### config.mk
export PLATFORM = sky130hd
export DESIGN_NAME = flopoco_to_ieee_stream
export DESIGN_NICKNAME = d
export VERILOG_FILES = /design/src/rtl/flopoco_to_ieee_stream.sv
export SDC_FILE = /design/constraint.sdc
export NUM_CORES = 1
export LEC_CHECK = 0
export BUFFER_PORTS_ARGS = -buffer_cell sky130_fd_sc_hd__buf_2
export CAP_MARGIN = 10
export CORE_UTILIZATION = 53
export DETAILED_ROUTE_END_ITERATION = 10
export HOLD_SLACK_MARGIN = 0.08
export PLACE_DENSITY = 0.77
export SLEW_MARGIN = 0
export SYNTH_ARGS = -nofsm -noshare
export SYNTH_HDL_FRONTEND = slang
export SYNTH_SLANG_ARGS = --single-unit
### constraint.sdc
create_clock -name clk -period 2.6 [get_ports clk]
set_input_delay 0.13 -clock clk [delete_from_list [all_inputs] [get_ports clk]]
set_output_delay 0.13 -clock clk [all_outputs]
set_load 0.05 [all_outputs]
### src/rtl/flopoco_to_ieee_stream.sv
// flopoco_to_ieee_stream
//   Converts 34-bit FloPoCo results {exn[1:0], sign, exp[7:0], frac[22:0]} into
//   canonical IEEE-754 single-precision words through a 2-stage valid/ready
//   pipeline. Also holds the last transferred word and saturating counters of
//   NaN, overflow and flush-to-zero results.
// Ports
//   clk, rst               clock, synchronous active-high reset
//   in_valid/in_ready      input handshake, in_data = FloPoCo value
//   out_valid/out_ready    output handshake, out_data = IEEE word
//   out_flags              {nan, inf, ovf, ufl} for out_data
//   last_result            last word transferred out
//   nan/ovf/ufl_count      saturating counts of transferred flagged results
module flopoco_to_ieee_stream #(
  parameter int          CNT_W     = 16,
  parameter logic [31:0] CANON_NAN = 32'h7FC00000
) (
  input  logic             clk,
  input  logic             rst,
  input  logic             in_valid,
  output logic             in_ready,
  input  logic [33:0]      in_data,
  output logic             out_valid,
  input  logic             out_ready,
  output logic [31:0]      out_data,
  output logic [3:0]       out_flags,
  output logic [31:0]      last_result,
  output logic [CNT_W-1:0] nan_count,
  output logic [CNT_W-1:0] ovf_count,
  output logic [CNT_W-1:0] ufl_count
);

  localparam logic [CNT_W-1:0] CNT_MAX = {CNT_W{1'b1}};

  logic        s1_v;
  logic        s1_sign;
  logic [7:0]  s1_exp;
  logic [22:0] s1_frac;
  logic        s1_norm;
  logic        s1_inf;
  logic        s1_nan;
  logic        s1_e_min;
  logic        s1_e_max;

  logic        s2_v;
  logic        s2_adv;
  logic        s1_adv;
  logic        out_xfer;

  logic [31:0] conv_word;
  logic [3:0]  conv_flags;

  assign s2_adv    = !s2_v || out_ready;
  assign s1_adv    = !s1_v || s2_adv;
  assign in_ready  = s1_adv;
  assign out_valid = s2_v;
  assign out_xfer  = s2_v && out_ready;

  // Stage 1: decode the FloPoCo fields into one-hot class bits.
  // Zero class needs no bit: it falls through to the all-zero default below.
  always_ff @(posedge clk) begin
    if (rst) begin
      s1_v     <= 1'b0;
      s1_sign  <= 1'b0;
      s1_exp   <= '0;
      s1_frac  <= '0;
      s1_norm  <= 1'b0;
      s1_inf   <= 1'b0;
      s1_nan   <= 1'b0;
      s1_e_min <= 1'b0;
      s1_e_max <= 1'b0;
    end else if (s1_adv) begin
      s1_v <= in_valid;
      if (in_valid) begin
        s1_sign  <= in_data[31];
        s1_exp   <= in_data[30:23];
        s1_frac  <= in_data[22:0];
        s1_norm  <= (in_data[33:32] == 2'b01);
        s1_inf   <= (in_data[33:32] == 2'b10);
        s1_nan   <= (in_data[33:32] == 2'b11);
        s1_e_min <= (in_data[30:23] == 8'h00);
        s1_e_max <= (in_data[30:23] == 8'hFF);
      end
    end
  end

  // IEEE word and flags {nan, inf, ovf, ufl}. Zero results drop the sign.
  always_comb begin
    conv_word  = 32'h0000_0000;
    conv_flags = 4'b0000;
    if (s1_nan) begin
      conv_word  = CANON_NAN;
      conv_flags = 4'b1000;
    end else if (s1_inf) begin
      conv_word  = {s1_sign, 8'hFF, 23'h0};
      conv_flags = 4'b0100;
    end else if (s1_norm) begin
      if (s1_e_min) begin
        conv_flags = 4'b0001;
      end else if (s1_e_max) begin
        conv_word  = {s1_sign, 8'hFF, 23'h0};
        conv_flags = 4'b0110;
      end else begin
        conv_word = {s1_sign, s1_exp, s1_frac};
      end
    end
  end

  // Stage 2: output register, held stable while stalled.
  always_ff @(posedge clk) begin
    if (rst) begin
      s2_v      <= 1'b0;
      out_data  <= '0;
      out_flags <= '0;
    end else if (s2_adv) begin
      s2_v <= s1_v;
      if (s1_v) begin
        out_data  <= conv_word;
        out_flags <= conv_flags;
      end
    end
  end

  // Hold register and saturating counters, updated only on output transfer.
  always_ff @(posedge clk) begin
    if (rst) begin
      last_result <= '0;
      nan_count   <= '0;
      ovf_count   <= '0;
      ufl_count   <= '0;
    end else if (out_xfer) begin
      last_result <= out_data;
      if (out_flags[3] && nan_count != CNT_MAX) nan_count <= nan_count + CNT_W'(1);
      if (out_flags[1] && ovf_count != CNT_MAX) ovf_count <= ovf_count + CNT_W'(1);
      if (out_flags[0] && ufl_count != CNT_MAX) ufl_count <= ufl_count + CNT_W'(1);
    end
  end

endmodule
# Word level (Yosys, flattened, before mapping)
# Cells that the tools add are included.
# word_totals
latchBits,0
ff_bits,155
inputBits,38
wordCells,50
mem_count,0
rom_bits,0
ram_bits,0
# classes
div,0
n_addsub,3
n_mul,0
mux,10
bitwise_logic,0
order_cmp,0
n_reduce_logical,14
eq_ne,7
n_shift,0
# op_table
op,n
32-bit two-way mux,4
16-bit by 1-bit adder with 16-bit output (second input constant),3
16-bit != test (second input constant),3
31-bit two-way mux,1
3-bit two-way mux,4
2-bit AND reduction,5
8-bit equality test (second input constant),1
8-bit zero test,1
2-bit equality test (second input constant),2
1-bit logical AND,4
4-bit two-way mux,1
2-bit by 1-bit equality test with 1-bit output (second input constant),1
1-bit zero test,2
1-bit logical OR,2

# Logic depth before layout (Yosys ltp)
# depth
ltp_word,5
depth_mapped,7
depth_no_buf,5

# Worst setup path after synthesis
# No wires, ideal clock.
# synth_path
path_kind,reg-to-reg
startpoint,register s2_v (netlist: out_valid)
endpoint,register s1_exp[0]
period_less_slack_ns,2.377
setup_time_ns,0.070
stages_incl_launch_ff,8
t_arrival_ns,2.307
path_slack_ns,0.223
path_cell_list,dfxtp_1 > buf_2 > nand3b_1 > nand2_1 > clkbuf_1 > buf_1 > nand2_1 > a21oi_1
# synth_between
elab_chain_cells,4
# synth_lines
element,line_no,source
from (decl),44,logic s2_v;
from (signal assigned),115,s2_v <= s1_v;
1-bit zero test,52,assign s2_adv = !s2_v || out_ready;
1-bit logical OR,52,
1-bit logical OR,53,assign s1_adv = !s1_v || s2_adv;
net in_ready,20,"output logic in_ready,"
2-bit AND reduction (no line),n/a,
to (signal assigned),75,s1_exp <= in_data[30:23];
to (decl),36,logic [7:0] s1_exp;
# The timed path passes the listed nets, and every way through them passes these cells.
# A chain may end at the register's enable or synchronous reset.

# Final worst setup path
# layout_path
startpoint,register s2_v (netlist: out_valid)
endpoint,register s1_inf
# layout_between
elab_chain_cells,4
# layout_lines
element,line_no,source
1-bit zero test,52,
1-bit logical OR,52,
1-bit logical OR,53,
2-bit AND reduction (no line),n/a,
to (signal assigned),78,s1_inf <= (in_data[33:32] == 2'b10);
to (decl),39,logic s1_inf;
# No other way between the ends.

==> metrics.md <==
| Metric | Value |
|---|---|
| Final cell count without fillers | 1097 |
| GRT Util Overall | 0.282 |
| Final setup vio count | 0 |
| Critical path origin | out_valid |
| DRC viols | 12 |
| Top-area cell type share of the netlist area | 0.491 |
| Final hold vios | 0 |
| Worst Setup Path Type | reg -> reg |
| Pleak | 3.31 nW |
| Synth warn | 0 |
| H-Tree Depth | 4 |
| Critical path peak fanout | 36 |
| Post-synth EDFFs | 0 |
| Fin area | around 8200 um2 |
| Hold path depth | 2 |
| First-pass detailed-route iteration total | 8 |
| Synth Register Bits | 155 |
| Post-layout min period | 2240 ps |
| Routed length on met1 | 7.15 mm |
| HP Class | in -> reg |
| Worst Setup EP | s1_inf |
| Most frequent cells in the layout | 159 x nand2_1, 155 x dfxtp_1, 154 x buf_2, 109 x a21oi_1, 51 x nor2_1 |
| CP Capture Type | flop |
| Routed wl met3 | 914 um |
| Worst Slack Setup Final | roughly 360 ps |
| Max-slew headroom | 0.301 |
| Place WS | 507 ps |
| CTS resizes | 0 |
| Failing checks | design-rule violations |
| Syn nets | 806 |
| Syn Std Cell Area | 6320 um2 |
| Mapped Avg Cell Area | 8.26 um2 |
| Clk sinks | 155 |
| Port Buffer Count | approximately 160 |
| Gr ovfl total | 0 |
| Number of global-route vias before repair | 5942 |
| DR vias | around 6300 |
| Max Clk Rate | 0.447 GHz |
| Starting DRC count in detailed routing | 500 |
| Asr flop ratio synth | 0 |
| Worst r2r dst | s1_inf |
| Slew Viols, Final | 0 |
| Commonest non-fill, non-tap cell in the layout | nand2_1 |
| Power Total | between 5 and 6 mW |
| # IOs | 156 |
| Clock insertion delay at the later pin of the skew report | 430 ps |
| Clk pin slew, worst setup/hold paths | roughly 60 ps |
| Detailed Place HPWL | 11.0 mm |
| Largest area contributor in the synthesized netlist | dfxtp_1 |
| Max Used Layer | met4 |
| DIE AREA | 12400 um2 |
| Critical path required time | 2900 ps |
| Post-route ant nets | 0 |
| Clock Skews | 11.7 ps |
| Routed wl met2 | 8.68 mm |
| Slew @ Worst Pin | 1040 ps |
| Initial Util | 0.549 |
| CTS tree | done |
| Final RePlAce weighted congestion | 0.817 |
| Routed length per instance | 15.7 um |
| Unique masters post-synth | 49 |
| Startpoint Class | flop |
| Die Height | 111 um |
| Post-layout net count | 981 |
| Power Density | 663 nW/um2 |
| Vias per inst | around 5.8 |
| Num CTS Buffers | 17 |
| CTS root buf | clkbuf_16 |
| Max-cap violations | 0 |
| Row count | 39 |
| Ys flop type | dfxtp_1 |
| Core area | about 12000 um2 |
| Period utilisation layout | 0.860 |
| Initial antenna violation count | 1 |
| Cells after DPL | 1028 |
| DP Area | 7200 um2 |
| Layout cell share with drive strength beyond 1 | 0.234 |
| Global-route wire length before repair | 28.0 mm |
| Area Overhead vs Synth | 29.9% |
| Critical path arrival | ~2500 ps |
| Post CTS Setup Buffer Count | 0 |
| RSZ-0062 raised after global routing | false |
| Post-Syn Instances | about 770 |
| Peak VDD IR | 0.437 mV |
| Bufs on Longest Clock Path | 2 |
| Status | finished, violations left |
| Seq/Total Area, Yosys | 0.491 |
| Largest net degree at the start of global routing | 45 |
| Reg2Reg Launch Point | out_valid |
| R2R depth | 6 |
| R2R Setup Slk | between 300 and 400 ps |
| Setup TNS after final layout | 0 ps |
| Chip width | 111 um |
| Ranking of synthesized cells by area | dfxtp_1 49%, nand2_1 9.4%, a21oi_1 8.7%, nor2_1 3.0%, a22oi_1 2.6% |
| Final wirelength | 17.2 mm |
per-stage QoR:
stage | hold WS, ps | util
after floorplan | 266 | -
after global placement | 373 | 0.626
after detailed placement | 379 | 0.626
after CTS | 130 | 0.713
after global routing | 160 | 0.713
final | 149 | 0.713
synthesized netlist by cell type (2+ instances only):
master and instances:
or2_2 2, buf_2 6, or4_1 18, nand3_1 16, and3_1 6, o311ai_0 2, nand2_1 159, nor3_1 7
and2_1 5, a22oi_1 22, a211oi_1 8, buf_1 6, or3b_2 2, o41ai_1 3, a21oi_1 110, o31ai_1 19
dfxtp_1 155, nor2b_1 12, ha_1 3, and4_1 6, nor4_1 10, mux2_2 10, o2111ai_1 2, clkbuf_1 36
nor2_1 51, o21ai_0 21, inv_1 12, o211ai_1 2, or3_1 12, nand3b_1 5, nand4_1 19
metal layers:
| metal | vias to the layer above | GRT usage |
|---|---|---|
| met4 | 0 | 0.139 |
| met3 | 37 | 0.0672 |
| met5 | - | 0 |
| li1 | 3073 | - |
| met2 | 222 | 0.481 |
| met1 | 2999 | 0.330 |
power by group:
group          internal [mW]  leakage (nW)  switching (mW)
combinational          0.110          1.74           0.206
clock                   1.67         0.311            1.01
sequential              2.42          1.26          0.0307
worst min-delay path by stage:
stage,start,endpoint,slack (ps)
after floorplan,in_data[23],s1_exp[0],270
after global routing,rst,nan_count[11],160
after global placement,in_data[16],s1_frac[16],370
after detailed placement,in_data[22],s1_frac[22],380
after CTS,rst,ovf_count[8],130
final,rst,ovf_count[8],150
worst max-delay path, cell delays in order, from the launching register on:
cell and delay [ps]:
dfxtp_1 540, nor2b_1 460, a21oi_2 100, buf_4 260
nand3b_1 130, dlygate4sd3_1 550, a21oi_1 60
cells by family (layout without fill, tap and decap cells):
kind of cell    count (synthesis)  after routing  synth area share
simple gates                  336            336             0.259
compound gates                197            197             0.185
flops                         155            155             0.491
buf+inv                        62            250            0.0386
mux                            11             11            0.0194
fa+ha+maj                       3              3           0.00594
xor+xnor                        1              1           0.00139
other cells                     0              1                 0
sequential cells by signal, summed over array words and instances, names as in the netlist:
signal / cells
s1_norm: 1
s1_frac: 23
s1_v: 1
s1_inf: 1
nan_count: 16
ufl_count: 16
last_result: 32
out_flags: 4
out_valid: 1
s1_e_min: 1
out_data: 32
s1_e_max: 1
s1_nan: 1
s1_sign: 1
ovf_count: 16
s1_exp: 8
layout make-up:
cell class | count | area, um2
Antenna cell | 1 | 2.50
Inverter | 13 | 48.8
Tap cell | 143 | 179
Multi-Input combinational cell | 548 | 2990
Fill cell | 891 | 3310
Clock inverter | 12 | 185
Clock buffer | 20 | 457
Sequential cell | 155 | 3100
Timing Repair Buffer | 205 | 1240
repair_timing:
action                     CTS  global route
setup endpoints to repair    0             0
hold buffers                36             0
hold endpoints to repair    38             0
Power figures use the tool's default switching activity.
